[src/rtl/mips_pkg.sv]
// Shared MIPS datapath constants: ALU_OP classes, R-type funct codes and the
// multiplier FSM state type used by the execute stage.
package mips_pkg;

  localparam int DATA_W = 32;

  localparam logic [1:0] ALUOP_ADD   = 2'b00;
  localparam logic [1:0] ALUOP_SUB   = 2'b01;
  localparam logic [1:0] ALUOP_RTYPE = 2'b10;
  localparam logic [1:0] ALUOP_OR    = 2'b11;

  localparam logic [5:0] F_ADD  = 6'h20;
  localparam logic [5:0] F_SUB  = 6'h22;
  localparam logic [5:0] F_AND  = 6'h24;
  localparam logic [5:0] F_OR   = 6'h25;
  localparam logic [5:0] F_NOR  = 6'h27;
  localparam logic [5:0] F_SLT  = 6'h2A;
  localparam logic [5:0] F_MULT = 6'h18;
  localparam logic [5:0] F_MFHI = 6'h10;
  localparam logic [5:0] F_MFLO = 6'h12;

  typedef enum logic [1:0] {IDLE, BUSY, DONE} mult_state_t;

endpackage

[src/rtl/exe_mem_stage_if.sv]
// ID/EXE-to-EX/MEM bundle: operands, controls and forwarding sources in,
// registered EX/MEM fields and the combinational stall out.
interface exe_mem_stage_if;
  import mips_pkg::*;

  logic              flush;
  logic [DATA_W-1:0] val1_in;
  logic [DATA_W-1:0] val2_in;
  logic [DATA_W-1:0] st_value_in;
  logic [4:0]        src1_in;
  logic [4:0]        src2_in;
  logic [4:0]        dest_in;
  logic [1:0]        alu_op_in;
  logic [5:0]        func_in;
  logic              mem_r_en_in;
  logic              mem_w_en_in;
  logic              wb_en_in;
  logic              memtoreg_in;
  logic              val2_is_reg_in;
  logic              mem_fwd_wb_en;
  logic [4:0]        mem_fwd_dest;
  logic [DATA_W-1:0] mem_fwd_value;
  logic              wb_fwd_wb_en;
  logic [4:0]        wb_fwd_dest;
  logic [DATA_W-1:0] wb_fwd_value;

  logic [DATA_W-1:0] alu_result;
  logic [DATA_W-1:0] st_value;
  logic [4:0]        dest;
  logic              mem_r_en;
  logic              mem_w_en;
  logic              wb_en;
  logic              memtoreg;
  logic              stall;

  modport slave (
    input  flush, val1_in, val2_in, st_value_in, src1_in, src2_in, dest_in,
           alu_op_in, func_in, mem_r_en_in, mem_w_en_in, wb_en_in, memtoreg_in,
           val2_is_reg_in, mem_fwd_wb_en, mem_fwd_dest, mem_fwd_value,
           wb_fwd_wb_en, wb_fwd_dest, wb_fwd_value,
    output alu_result, st_value, dest, mem_r_en, mem_w_en, wb_en, memtoreg, stall
  );

  modport master (
    output flush, val1_in, val2_in, st_value_in, src1_in, src2_in, dest_in,
           alu_op_in, func_in, mem_r_en_in, mem_w_en_in, wb_en_in, memtoreg_in,
           val2_is_reg_in, mem_fwd_wb_en, mem_fwd_dest, mem_fwd_value,
           wb_fwd_wb_en, wb_fwd_dest, wb_fwd_value,
    input  alu_result, st_value, dest, mem_r_en, mem_w_en, wb_en, memtoreg, stall
  );

endinterface

[src/rtl/mult_iter.sv]
// Iterative signed multiplier: magnitudes are multiplied by shift-add, one
// partial product per cycle, and the sign is re-applied on the final product.
module mult_iter
  import mips_pkg::*;
#(
  parameter int MULT_CYCLES = 32
) (
  input  logic                          clk,
  input  logic                          rst,
  input  logic                          abort_i,
  input  logic                          start_i,
  input  logic signed [MULT_CYCLES-1:0] a_i,
  input  logic signed [MULT_CYCLES-1:0] b_i,
  output logic                          busy_o,
  output logic                          done_o,
  output logic        [MULT_CYCLES-1:0] hi_o,
  output logic        [MULT_CYCLES-1:0] lo_o
);

  localparam int W     = MULT_CYCLES;
  localparam int CNT_W = $clog2(MULT_CYCLES);

  mult_state_t      state_q, state_d;
  logic [CNT_W-1:0] cnt_q, cnt_d;
  logic [2*W-1:0]   acc_q, acc_d;
  logic [2*W-1:0]   mcand_q, mcand_d;
  logic [W-1:0]     mplier_q, mplier_d;
  logic             neg_q, neg_d;
  logic [W-1:0]     a_mag, b_mag;
  logic [2*W-1:0]   prod;

  // -2^31 negates to itself, which read unsigned is exactly 2^31
  assign a_mag = a_i[W-1] ? -a_i : a_i;
  assign b_mag = b_i[W-1] ? -b_i : b_i;

  always_ff @(posedge clk) begin
    if (rst) begin
      state_q  <= IDLE;
      cnt_q    <= '0;
      acc_q    <= '0;
      mcand_q  <= '0;
      mplier_q <= '0;
      neg_q    <= 1'b0;
    end else begin
      state_q  <= state_d;
      cnt_q    <= cnt_d;
      acc_q    <= acc_d;
      mcand_q  <= mcand_d;
      mplier_q <= mplier_d;
      neg_q    <= neg_d;
    end
  end

  always_comb begin
    state_d  = state_q;
    cnt_d    = cnt_q;
    acc_d    = acc_q;
    mcand_d  = mcand_q;
    mplier_d = mplier_q;
    neg_d    = neg_q;
    case (state_q)
      IDLE: begin
        if (start_i) begin
          mcand_d  = {{W{1'b0}}, a_mag};
          mplier_d = b_mag;
          acc_d    = '0;
          neg_d    = a_i[W-1] ^ b_i[W-1];
          cnt_d    = '0;
          state_d  = BUSY;
        end
      end
      BUSY: begin
        if (mplier_q[0]) acc_d = acc_q + mcand_q;
        mcand_d  = mcand_q << 1;
        mplier_d = mplier_q >> 1;
        cnt_d    = cnt_q + CNT_W'(1);
        if (cnt_q == CNT_W'(MULT_CYCLES - 1)) state_d = DONE;
      end
      DONE:    state_d = IDLE;
      default: state_d = IDLE;
    endcase
    if (abort_i) state_d = IDLE;
  end

  assign prod   = neg_q ? -acc_q : acc_q;
  assign hi_o   = prod[2*W-1:W];
  assign lo_o   = prod[W-1:0];
  assign busy_o = (state_q == BUSY);
  assign done_o = (state_q == DONE);

endmodule

[src/rtl/exe_mem_stage.sv]
// Execute stage with operand forwarding, ALU and the EX/MEM pipeline register.
// Define EXE_MULT_EN to build the iterative multiplier with HI/LO (mult/mfhi/mflo).
module exe_mem_stage
  import mips_pkg::*;
#(
  parameter int MULT_CYCLES = 32
) (
  input  logic             clk,
  input  logic             rst,
  exe_mem_stage_if.slave   bus
);

  localparam int W = MULT_CYCLES;

  function automatic logic [W-1:0] fwd(
    input logic [4:0]   src,
    input logic [W-1:0] id_val,
    input logic         m_en,
    input logic [4:0]   m_dest,
    input logic [W-1:0] m_val,
    input logic         w_en,
    input logic [4:0]   w_dest,
    input logic [W-1:0] w_val
  );
    if (m_en && (m_dest == src) && (src != 5'd0))      return m_val;
    else if (w_en && (w_dest == src) && (src != 5'd0)) return w_val;
    else                                               return id_val;
  endfunction

  logic signed [W-1:0] op_a, op_b;
  logic        [W-1:0] st_fwd;
  logic        [W-1:0] res;
  logic                bubble;
  logic                stall;

  logic [W-1:0] alu_result_q, st_value_q;
  logic [4:0]   dest_q;
  logic         mem_r_en_q, mem_w_en_q, wb_en_q, memtoreg_q;

  always_comb begin
    op_a   = fwd(bus.src1_in, bus.val1_in, bus.mem_fwd_wb_en, bus.mem_fwd_dest,
                 bus.mem_fwd_value, bus.wb_fwd_wb_en, bus.wb_fwd_dest, bus.wb_fwd_value);
    st_fwd = fwd(bus.src2_in, bus.st_value_in, bus.mem_fwd_wb_en, bus.mem_fwd_dest,
                 bus.mem_fwd_value, bus.wb_fwd_wb_en, bus.wb_fwd_dest, bus.wb_fwd_value);
    // An immediate in val2 shares the rt field with a real register, so gate on val2_is_reg
    if (bus.val2_is_reg_in)
      op_b = fwd(bus.src2_in, bus.val2_in, bus.mem_fwd_wb_en, bus.mem_fwd_dest,
                 bus.mem_fwd_value, bus.wb_fwd_wb_en, bus.wb_fwd_dest, bus.wb_fwd_value);
    else
      op_b = bus.val2_in;
  end

`ifdef EXE_MULT_EN
  logic         is_mult, mult_start, mult_busy, mult_done;
  logic [W-1:0] mult_hi, mult_lo;
  logic [W-1:0] hi_q, lo_q;

  assign is_mult    = (bus.alu_op_in == ALUOP_RTYPE) && (bus.func_in == F_MULT);
  // DONE is excluded so the mult still sitting at the input is not restarted
  assign mult_start = !rst && !bus.flush && is_mult && !mult_busy && !mult_done;
  assign stall      = mult_start || mult_busy;
  assign bubble     = stall || mult_done;

  mult_iter #(.MULT_CYCLES(MULT_CYCLES)) u_mult (
    .clk     (clk),
    .rst     (rst),
    .abort_i (bus.flush),
    .start_i (mult_start),
    .a_i     (op_a),
    .b_i     (op_b),
    .busy_o  (mult_busy),
    .done_o  (mult_done),
    .hi_o    (mult_hi),
    .lo_o    (mult_lo)
  );

  always_ff @(posedge clk) begin
    if (rst) begin
      hi_q <= '0;
      lo_q <= '0;
    end else if (mult_done && !bus.flush) begin
      hi_q <= mult_hi;
      lo_q <= mult_lo;
    end
  end
`else
  assign stall  = 1'b0;
  assign bubble = 1'b0;
`endif

  always_comb begin
    res = '0;
    case (bus.alu_op_in)
      ALUOP_ADD: res = op_a + op_b;
      ALUOP_SUB: res = op_a - op_b;
      ALUOP_OR:  res = op_a | op_b;
      ALUOP_RTYPE: begin
        case (bus.func_in)
          F_ADD:  res = op_a + op_b;
          F_SUB:  res = op_a - op_b;
          F_AND:  res = op_a & op_b;
          F_OR:   res = op_a | op_b;
          F_NOR:  res = ~(op_a | op_b);
          F_SLT:  res = (op_a < op_b) ? W'(1) : '0;
`ifdef EXE_MULT_EN
          F_MFHI: res = hi_q;
          F_MFLO: res = lo_q;
`endif
          default: res = '0;
        endcase
      end
      default: res = '0;
    endcase
  end

  // EX/MEM register boundary
  always_ff @(posedge clk) begin
    if (rst) begin
      alu_result_q <= '0;
      st_value_q   <= '0;
      dest_q       <= '0;
      mem_r_en_q   <= 1'b0;
      mem_w_en_q   <= 1'b0;
      wb_en_q      <= 1'b0;
      memtoreg_q   <= 1'b0;
    end else begin
      alu_result_q <= res;
      st_value_q   <= st_fwd;
      if (bus.flush || bubble) begin
        dest_q     <= '0;
        mem_r_en_q <= 1'b0;
        mem_w_en_q <= 1'b0;
        wb_en_q    <= 1'b0;
        memtoreg_q <= 1'b0;
      end else begin
        dest_q     <= bus.dest_in;
        mem_r_en_q <= bus.mem_r_en_in;
        mem_w_en_q <= bus.mem_w_en_in;
        wb_en_q    <= bus.wb_en_in;
        memtoreg_q <= bus.memtoreg_in;
      end
    end
  end

  assign bus.alu_result = alu_result_q;
  assign bus.st_value   = st_value_q;
  assign bus.dest       = dest_q;
  assign bus.mem_r_en   = mem_r_en_q;
  assign bus.mem_w_en   = mem_w_en_q;
  assign bus.wb_en      = wb_en_q;
  assign bus.memtoreg   = memtoreg_q;
  assign bus.stall      = stall;

endmodule

[src/flat_wrapper.sv]
// flat-port wrapper written by rule: the top's interface ports become plain ports
module exe_mem_stage_flat import mips_pkg::*;
#(
  parameter int MULT_CYCLES = 32
)
  (clk, rst, bus_flush, bus_val1_in, bus_val2_in, bus_st_value_in, bus_src1_in, bus_src2_in, bus_dest_in, bus_alu_op_in, bus_func_in, bus_mem_r_en_in, bus_mem_w_en_in, bus_wb_en_in, bus_memtoreg_in, bus_val2_is_reg_in, bus_mem_fwd_wb_en, bus_mem_fwd_dest, bus_mem_fwd_value, bus_wb_fwd_wb_en, bus_wb_fwd_dest, bus_wb_fwd_value, bus_alu_result, bus_st_value, bus_dest, bus_mem_r_en, bus_mem_w_en, bus_wb_en, bus_memtoreg, bus_stall);
  exe_mem_stage_if bus_i ();
  input  logic clk;
  input  logic rst;
  input wire logic [$bits(bus_i.flush)-1:0] bus_flush;
  input wire logic [$bits(bus_i.val1_in)-1:0] bus_val1_in;
  input wire logic [$bits(bus_i.val2_in)-1:0] bus_val2_in;
  input wire logic [$bits(bus_i.st_value_in)-1:0] bus_st_value_in;
  input wire logic [$bits(bus_i.src1_in)-1:0] bus_src1_in;
  input wire logic [$bits(bus_i.src2_in)-1:0] bus_src2_in;
  input wire logic [$bits(bus_i.dest_in)-1:0] bus_dest_in;
  input wire logic [$bits(bus_i.alu_op_in)-1:0] bus_alu_op_in;
  input wire logic [$bits(bus_i.func_in)-1:0] bus_func_in;
  input wire logic [$bits(bus_i.mem_r_en_in)-1:0] bus_mem_r_en_in;
  input wire logic [$bits(bus_i.mem_w_en_in)-1:0] bus_mem_w_en_in;
  input wire logic [$bits(bus_i.wb_en_in)-1:0] bus_wb_en_in;
  input wire logic [$bits(bus_i.memtoreg_in)-1:0] bus_memtoreg_in;
  input wire logic [$bits(bus_i.val2_is_reg_in)-1:0] bus_val2_is_reg_in;
  input wire logic [$bits(bus_i.mem_fwd_wb_en)-1:0] bus_mem_fwd_wb_en;
  input wire logic [$bits(bus_i.mem_fwd_dest)-1:0] bus_mem_fwd_dest;
  input wire logic [$bits(bus_i.mem_fwd_value)-1:0] bus_mem_fwd_value;
  input wire logic [$bits(bus_i.wb_fwd_wb_en)-1:0] bus_wb_fwd_wb_en;
  input wire logic [$bits(bus_i.wb_fwd_dest)-1:0] bus_wb_fwd_dest;
  input wire logic [$bits(bus_i.wb_fwd_value)-1:0] bus_wb_fwd_value;
  output wire logic [$bits(bus_i.alu_result)-1:0] bus_alu_result;
  output wire logic [$bits(bus_i.st_value)-1:0] bus_st_value;
  output wire logic [$bits(bus_i.dest)-1:0] bus_dest;
  output wire logic [$bits(bus_i.mem_r_en)-1:0] bus_mem_r_en;
  output wire logic [$bits(bus_i.mem_w_en)-1:0] bus_mem_w_en;
  output wire logic [$bits(bus_i.wb_en)-1:0] bus_wb_en;
  output wire logic [$bits(bus_i.memtoreg)-1:0] bus_memtoreg;
  output wire logic [$bits(bus_i.stall)-1:0] bus_stall;
  assign bus_i.flush = bus_flush;
  assign bus_i.val1_in = bus_val1_in;
  assign bus_i.val2_in = bus_val2_in;
  assign bus_i.st_value_in = bus_st_value_in;
  assign bus_i.src1_in = bus_src1_in;
  assign bus_i.src2_in = bus_src2_in;
  assign bus_i.dest_in = bus_dest_in;
  assign bus_i.alu_op_in = bus_alu_op_in;
  assign bus_i.func_in = bus_func_in;
  assign bus_i.mem_r_en_in = bus_mem_r_en_in;
  assign bus_i.mem_w_en_in = bus_mem_w_en_in;
  assign bus_i.wb_en_in = bus_wb_en_in;
  assign bus_i.memtoreg_in = bus_memtoreg_in;
  assign bus_i.val2_is_reg_in = bus_val2_is_reg_in;
  assign bus_i.mem_fwd_wb_en = bus_mem_fwd_wb_en;
  assign bus_i.mem_fwd_dest = bus_mem_fwd_dest;
  assign bus_i.mem_fwd_value = bus_mem_fwd_value;
  assign bus_i.wb_fwd_wb_en = bus_wb_fwd_wb_en;
  assign bus_i.wb_fwd_dest = bus_wb_fwd_dest;
  assign bus_i.wb_fwd_value = bus_wb_fwd_value;
  assign bus_alu_result = bus_i.alu_result;
  assign bus_st_value = bus_i.st_value;
  assign bus_dest = bus_i.dest;
  assign bus_mem_r_en = bus_i.mem_r_en;
  assign bus_mem_w_en = bus_i.mem_w_en;
  assign bus_wb_en = bus_i.wb_en;
  assign bus_memtoreg = bus_i.memtoreg;
  assign bus_stall = bus_i.stall;
  exe_mem_stage #(.MULT_CYCLES(MULT_CYCLES)) u_core (.clk(clk), .rst(rst), .bus(bus_i));
endmodule
[config.mk]
export PLATFORM = sky130hd
export DESIGN_NAME = exe_mem_stage_flat
export DESIGN_NICKNAME = d
export VERILOG_FILES = /design/src/rtl/mips_pkg.sv /design/src/rtl/exe_mem_stage_if.sv /design/src/rtl/mult_iter.sv /design/src/rtl/exe_mem_stage.sv /design/src/flat_wrapper.sv
export SDC_FILE = /design/constraint.sdc
export NUM_CORES = 1
export LEC_CHECK = 0
export ABC_AREA = 0
export BUFFER_PORTS_ARGS = -buffer_cell sky130_fd_sc_hd__buf_2
export CORE_ASPECT_RATIO = 0.5
export CORE_MARGIN = 2
export CORE_UTILIZATION = 49
export CTS_CLUSTER_DIAMETER = 200
export DETAILED_ROUTE_END_ITERATION = 8
export PLACE_DENSITY = 0.76
export REMOVE_ABC_BUFFERS = 1
export SETUP_SLACK_MARGIN = 0.15
export SLEW_MARGIN = 10
export SYNTH_ARGS = -nofsm -noshare
export SYNTH_HDL_FRONTEND = slang
export SYNTH_SLANG_ARGS = --single-unit
[constraint.sdc]
create_clock -name clk -period 7.8 [get_ports clk]
set_input_delay 2.34 -clock clk [delete_from_list [all_inputs] [get_ports clk]]
set_output_delay 2.34 -clock clk [all_outputs]
set_load 0.02 [all_outputs]
# == After elaboration in Yosys (flattened, before gate mapping) ==
# Cells that the tools add are included.
# classes
n_addsub,2
n_lt_le_gt_ge,1
n_eq_ne,13
muxes,10
bitwise,3
n_reduce_logical,12
# op_table
cell,n
two-way mux 32 bit,7
case mux 32 bit (6 select lines),1
case mux 32 bit (4 select lines),1
== test 6 bit (second input constant),6
adder 32 bit,1
AND 32 bit,1
< comparator 32 bit,1
NOT 32 bit,1
OR 32 bit,1
subtractor 32 bit,1
== test 5 bit,4
nonzero test 5 bit,2
logical AND 1 bit,8
== test 2 bit (second input constant),2
== test 2 x 1 -> 1 bit (second input constant),1
logical NOT 2 bit,1
OR reduction 2 bit,1
two-way mux 1 bit,1
# totals
regBits,73
inputBits,203
out_inout_bits,74
wordCells,48

# == Depth between registers and ports, before layout ==
# depth
word_depth,10
depth_mapped,26
ltp_nobuf,21

# == Least setup slack after synthesis ==
# Ideal clock, no wire load.
# synth_timing
path_type,input port to flip-flop
from,input port bus_wb_fwd_dest[2]
to,"register u_core.alu_result_q[31], in the netlist u_core.bus.alu_result[31]"
setup_ns,0.115
t_arrival_ns,6.955
required_time_ns,7.685
path_slack_ns,0.730
path_stages,21
path_buffers,4
cell_sequence,xnor2_1 -> nand4_1 -> clkbuf_1 -> nor2_1 -> buf_1 -> clkbuf_1 -> mux2i_1 -> o21a_1 -> inv_1 -> ha_1 -> clkbuf_1 -> o21ai_0 -> o21a_1 -> a211o_1 -> o31ai_1 -> or4_1 -> or3b_1 -> o221a_1 -> a21oi_2 -> a21oi_1 -> o21a_1
# synth_via
elab_chain_len,10
elab_cells_between_ends,18
classes_between,2 x add/sub; 2 x eq/ne; 7 x mux; 3 x bitwise; 4 x reduce/logical
# synth_lines
item,line_no,text
start: declaration,flat_wrapper.sv:28,input wire logic [$bits(bus_i.wb_fwd_dest)-1:0] bus_wb_fwd_dest;
"parallel branches: the longest is 9 deep, another holds subtractor 32 bit",n/a,
case mux 32 bit (4 select lines) (*),exe_mem_stage.sv:93,case (bus.alu_op_in)
end signal: assignment,exe_mem_stage.sv:127,alu_result_q <= res;
end: declaration,exe_mem_stage.sv:36,"logic [W-1:0] alu_result_q, st_value_q;"
# Every way passes the cells marked *.
# A chain may end at the register's enable or synchronous reset.

# == Worst setup path after layout ==
# layout_timing
from,input port bus_src2_in[1]
to,"register u_core.alu_result_q[30], in the netlist u_core.bus.alu_result[30]"
# layout_via
elab_chain_len,10
elab_cells_between_ends,17
classes_between,2 x add/sub; 2 x eq/ne; 5 x mux; 3 x bitwise; 5 x reduce/logical
# layout_lines
item,line_no,text
start: declaration,flat_wrapper.sv:15,input wire logic [$bits(bus_i.src2_in)-1:0] bus_src2_in;
== test 5 bit,exe_mem_stage.sv:26,else if (w_en && (w_dest == src) && (src != 5'd0)) return w_val;
logical AND 1 bit (2 in a row),exe_mem_stage.sv:26,
two-way mux 32 bit,exe_mem_stage.sv:26,
two-way mux 32 bit (*),exe_mem_stage.sv:25,if (m_en && (m_dest == src) && (src != 5'd0)) return m_val;
two-way mux 32 bit (*),exe_mem_stage.sv:46,if (bus.val2_is_reg_in)
"parallel branches: the longest is 3 deep, another holds subtractor 32 bit",n/a,
case mux 32 bit (4 select lines) (*),exe_mem_stage.sv:93,
# Marked as above.

==> impl_results.md <==
* Routed wire length at 44.6 mm
* Power, Total at 1.73 mW
* Antenna violations before repair at 0
* First-pass GRT wire length at 67.4 mm
* PortBufs at 275
* Antenna diodes at 0
* Peak VDD IR at 120 uV
* Io pins at 277
* Postcts setup bufs at 0
* Slew Limit Fails at 0
* Outcome: complete, no violations
* Die height at 104 um
* Final GP Congestion at 1.10
* Vias in the first global route at 12,100
* End of the critical path: u_core.bus.alu_result[30]
* DR vias at 12,700
* PD cells at 145 nW/um2
* Commonest cells after routing, fill and taps aside: 275 x buf_2, 157 x nand2_1, 151 x nor2_1
* Gate Count Post-Synth at 1,445
* Post-Route M1 WL at 18.0 mm
* Met3 wire length at 5.37 mm
* WL per Instance at 22.8 um
* Final core utilization at 60.6%
* FILL cells at 1,879
* Yosys warns at 0
* Leak pwr at 5.25 nW
* CTS H-tree lvls at 3
* Crit Path Category: in2reg
* Post-cts resize count at 0
* Minimum clock period at 7.11 ns
* CTS Buf Count at 9
* Average size of a mapped cell at 6.85 um2
* Gr ovfl total at 0
* Sequential fraction of design power at 24.1%
* Final TNS setup at 0 ns
* Logic pwr share at 50.7%
* Root buf cell: clkbuf_16
* Reg clk slew, reported paths at 0.07 ns
* DP HPWL at 35.0 mm
* FF+latch area at 1460 um2
* DRC viols at 0
* Fin cells at 1,957
* WL met2 at 19.4 mm
* Site Rows at 36
* Mapped Area at 9900 um2
* Internal power at 0.952 mW
* Antenna Nets Post-Route at 0
* Final net count at 1,964
* Clock sink count at 73
* Yosys reg bits at 73
* Iter 0 DRT Violations at 1,634
* Hold path startpoint: bus_memtoreg_in
* Max Fclk at 0.141 GHz
* Area of the multi-input gates at 7660 um2
* Largest net degree at the start of global routing at 43
* Ys flop type: dfxtp_1
* Number of synthesized flops with an enable pin at 0
* Tot GR Track Use at 40.8%
* Sw frac at 44.9%
* Worst-path fanout max at 27
* Max_cap viols at 0
* Commonest non-fill, non-tap cell in the layout: buf_2
* Core area at 19,600 um2
* Period utilisation layout at 91.1%
* Seq/Total Area, Yosys at 14.8%
* Crit end category: flip-flop
* Via-to-Cell Ratio at 6.49
* Max Root-Sink Buffers at 2
* Fin. Hold Viols at 0
* Min Hold Slack at 2.16 ns
* Layout area overhead at 20.2%
* Initial core utilization at 50.4%
* Clock share of power at 25.1%
* CP Data Arrival Time at 7.35 ns
* Post-Place Cells at 1,941
* Post-synthesis async set-or-reset flop share at 0%
* Hold_buf cts at 0
* Crit path launch type: input pin
* DIE WIDTH at 205 um
* DRT Pass-1 Iters at 6
* Worst-Margin Slew at 1.10 ns
* Worst slew margin at 26.4%
* Worst Hold Class: in2reg
* RSZ-0062 raised after global routing: false
* Setup violations, final at 0
* CTS tree: yes
* Top layer in use: met4
* Die ar. at 21,400 um2
* CP required at 8.04 ns
* Netlist cell types at 93
* Worst Setup SP: bus_src2_in[1]
* Layout cell share with drive strength beyond 1 at 22.8%
* Switch Pwr at 0.775 mW
==> worst min-delay path by stage <==
stage / end / slack (ns) / cells after the start
after floorplan: u_core.bus.alu_result[13] / 2.41 / 1
after global placement: u_core.bus.dest[3] / 2.54 / 2
after detailed placement: u_core.bus.dest[3] / 2.54 / 2
after CTS: u_core.bus.dest[3] / 2.15 / 2
after global routing: u_core.bus.mem_w_en / 2.15 / 2
final: u_core.bus.memtoreg / 2.16 / 2
==> cells by family after synthesis <==
kind of cell / count (synthesis) / share of synthesized area, %
other cells: 1 / 0.0379
xor+xnor: 67 / 5.93
compound gates: 530 / 37.3
mux: 28 / 2.83
simple gates: 470 / 21.5
buf+inv: 201 / 8.08
flops: 73 / 14.8
fa+ha+maj: 75 / 9.56
==> area by class of cell <==
class                   instances  share of cell area [%]
clock inverters                 7                   0.515
clock buffers                   9                    1.89
inverters                     110                    3.47
well taps                     266                    2.80
flip-flops and latches         73                    12.3
repair buffers                321                    14.7
multi-input cells            1171                    64.4
==> power by group through the flow <==
stage / sequential, mW / combinational [mW] / clock, mW
after global routing: 0.418 / 0.938 / 0.452
after CTS: 0.416 / 0.849 / 0.439
after global placement: 0.424 / 0.833 / 0
final: 0.416 / 0.876 / 0.434
after floorplan: 0.468 / 0.490 / 0
after detailed placement: 0.425 / 0.844 / 0
==> layer usage <==
layer | track usage [%] | vias to the layer above
li1 | - | 5767
met1 | 52.4 | 5945
met2 | 64.4 | 839
met3 | 11.2 | 143
met4 | 16.4 | 0
met5 | 0 | -
==> through the flow <==
| stage | worst slack [ns] | instance area [um2] |
|---|---|---|
| after floorplan | -0.508 | 9510 |
| after global placement | 0.586 | 11600 |
| after detailed placement | 0.403 | 11600 |
| after CTS | 0.785 | 11900 |
| after global routing | 0.501 | 11900 |
| final | 0.691 | 11900 |
==> registers in the layout, indices dropped and copies added, names as in the netlist <==
name / cells
u_core.bus.alu_result: 32
u_core.bus.st_value: 32
u_core.bus.dest: 5
u_core.bus.mem_r_en: 1
u_core.bus.mem_w_en: 1
u_core.bus.memtoreg: 1
u_core.bus.wb_en: 1
==> Yosys cell counts (all sizes together) (15+ instances only) <==
| master | number | share of area, % |
|---|---|---|
| nand2 | 157 | 6.0 |
| nor2 | 156 | 6.0 |
| o21ai | 117 | 6.0 |
| inv | 109 | 4.1 |
| a21oi | 89 | 4.7 |
| ha | 74 | 9.4 |
| dfxtp | 73 | 15 |
| clkbuf | 68 | 2.6 |
| xnor2 | 52 | 4.6 |
| a31oi | 47 | 3.4 |
| nor3 | 43 | 2.2 |
| o22ai | 37 | 2.4 |
| a211oi | 33 | 2.5 |
| a311oi | 33 | 2.9 |
| nand3 | 30 | 1.5 |
| o21a | 30 | 2.3 |
| mux2i | 28 | 2.8 |
| buf | 23 | 1.3 |
| a22oi | 18 | 1.4 |
| o221ai | 18 | 1.7 |
| and2 | 16 | 1.0 |
| xor2 | 15 | 1.3 |
==> worst max-delay path, stage by stage <==
cell and delay (ns):
buf_2 0.12, or4_4 0.57, o211ai_2 0.18, or2_2 0.21
buf_4 0.33, buf_4 0.29, nor2_1 0.10, o21ai_0 0.18
o21a_1 0.16, inv_1 0.06, ha_1 0.24, a21oi_1 0.13
nor2_1 0.08, nor2_1 0.17, nor2b_1 0.07, o32ai_1 0.32
nor3_1 0.09, a2111oi_0 0.88, buf_4 0.24, o31ai_1 0.14
xnor2_1 0.16, a21oi_1 0.16, a31oi_1 0.09
Power figures use the tool's default switching activity.
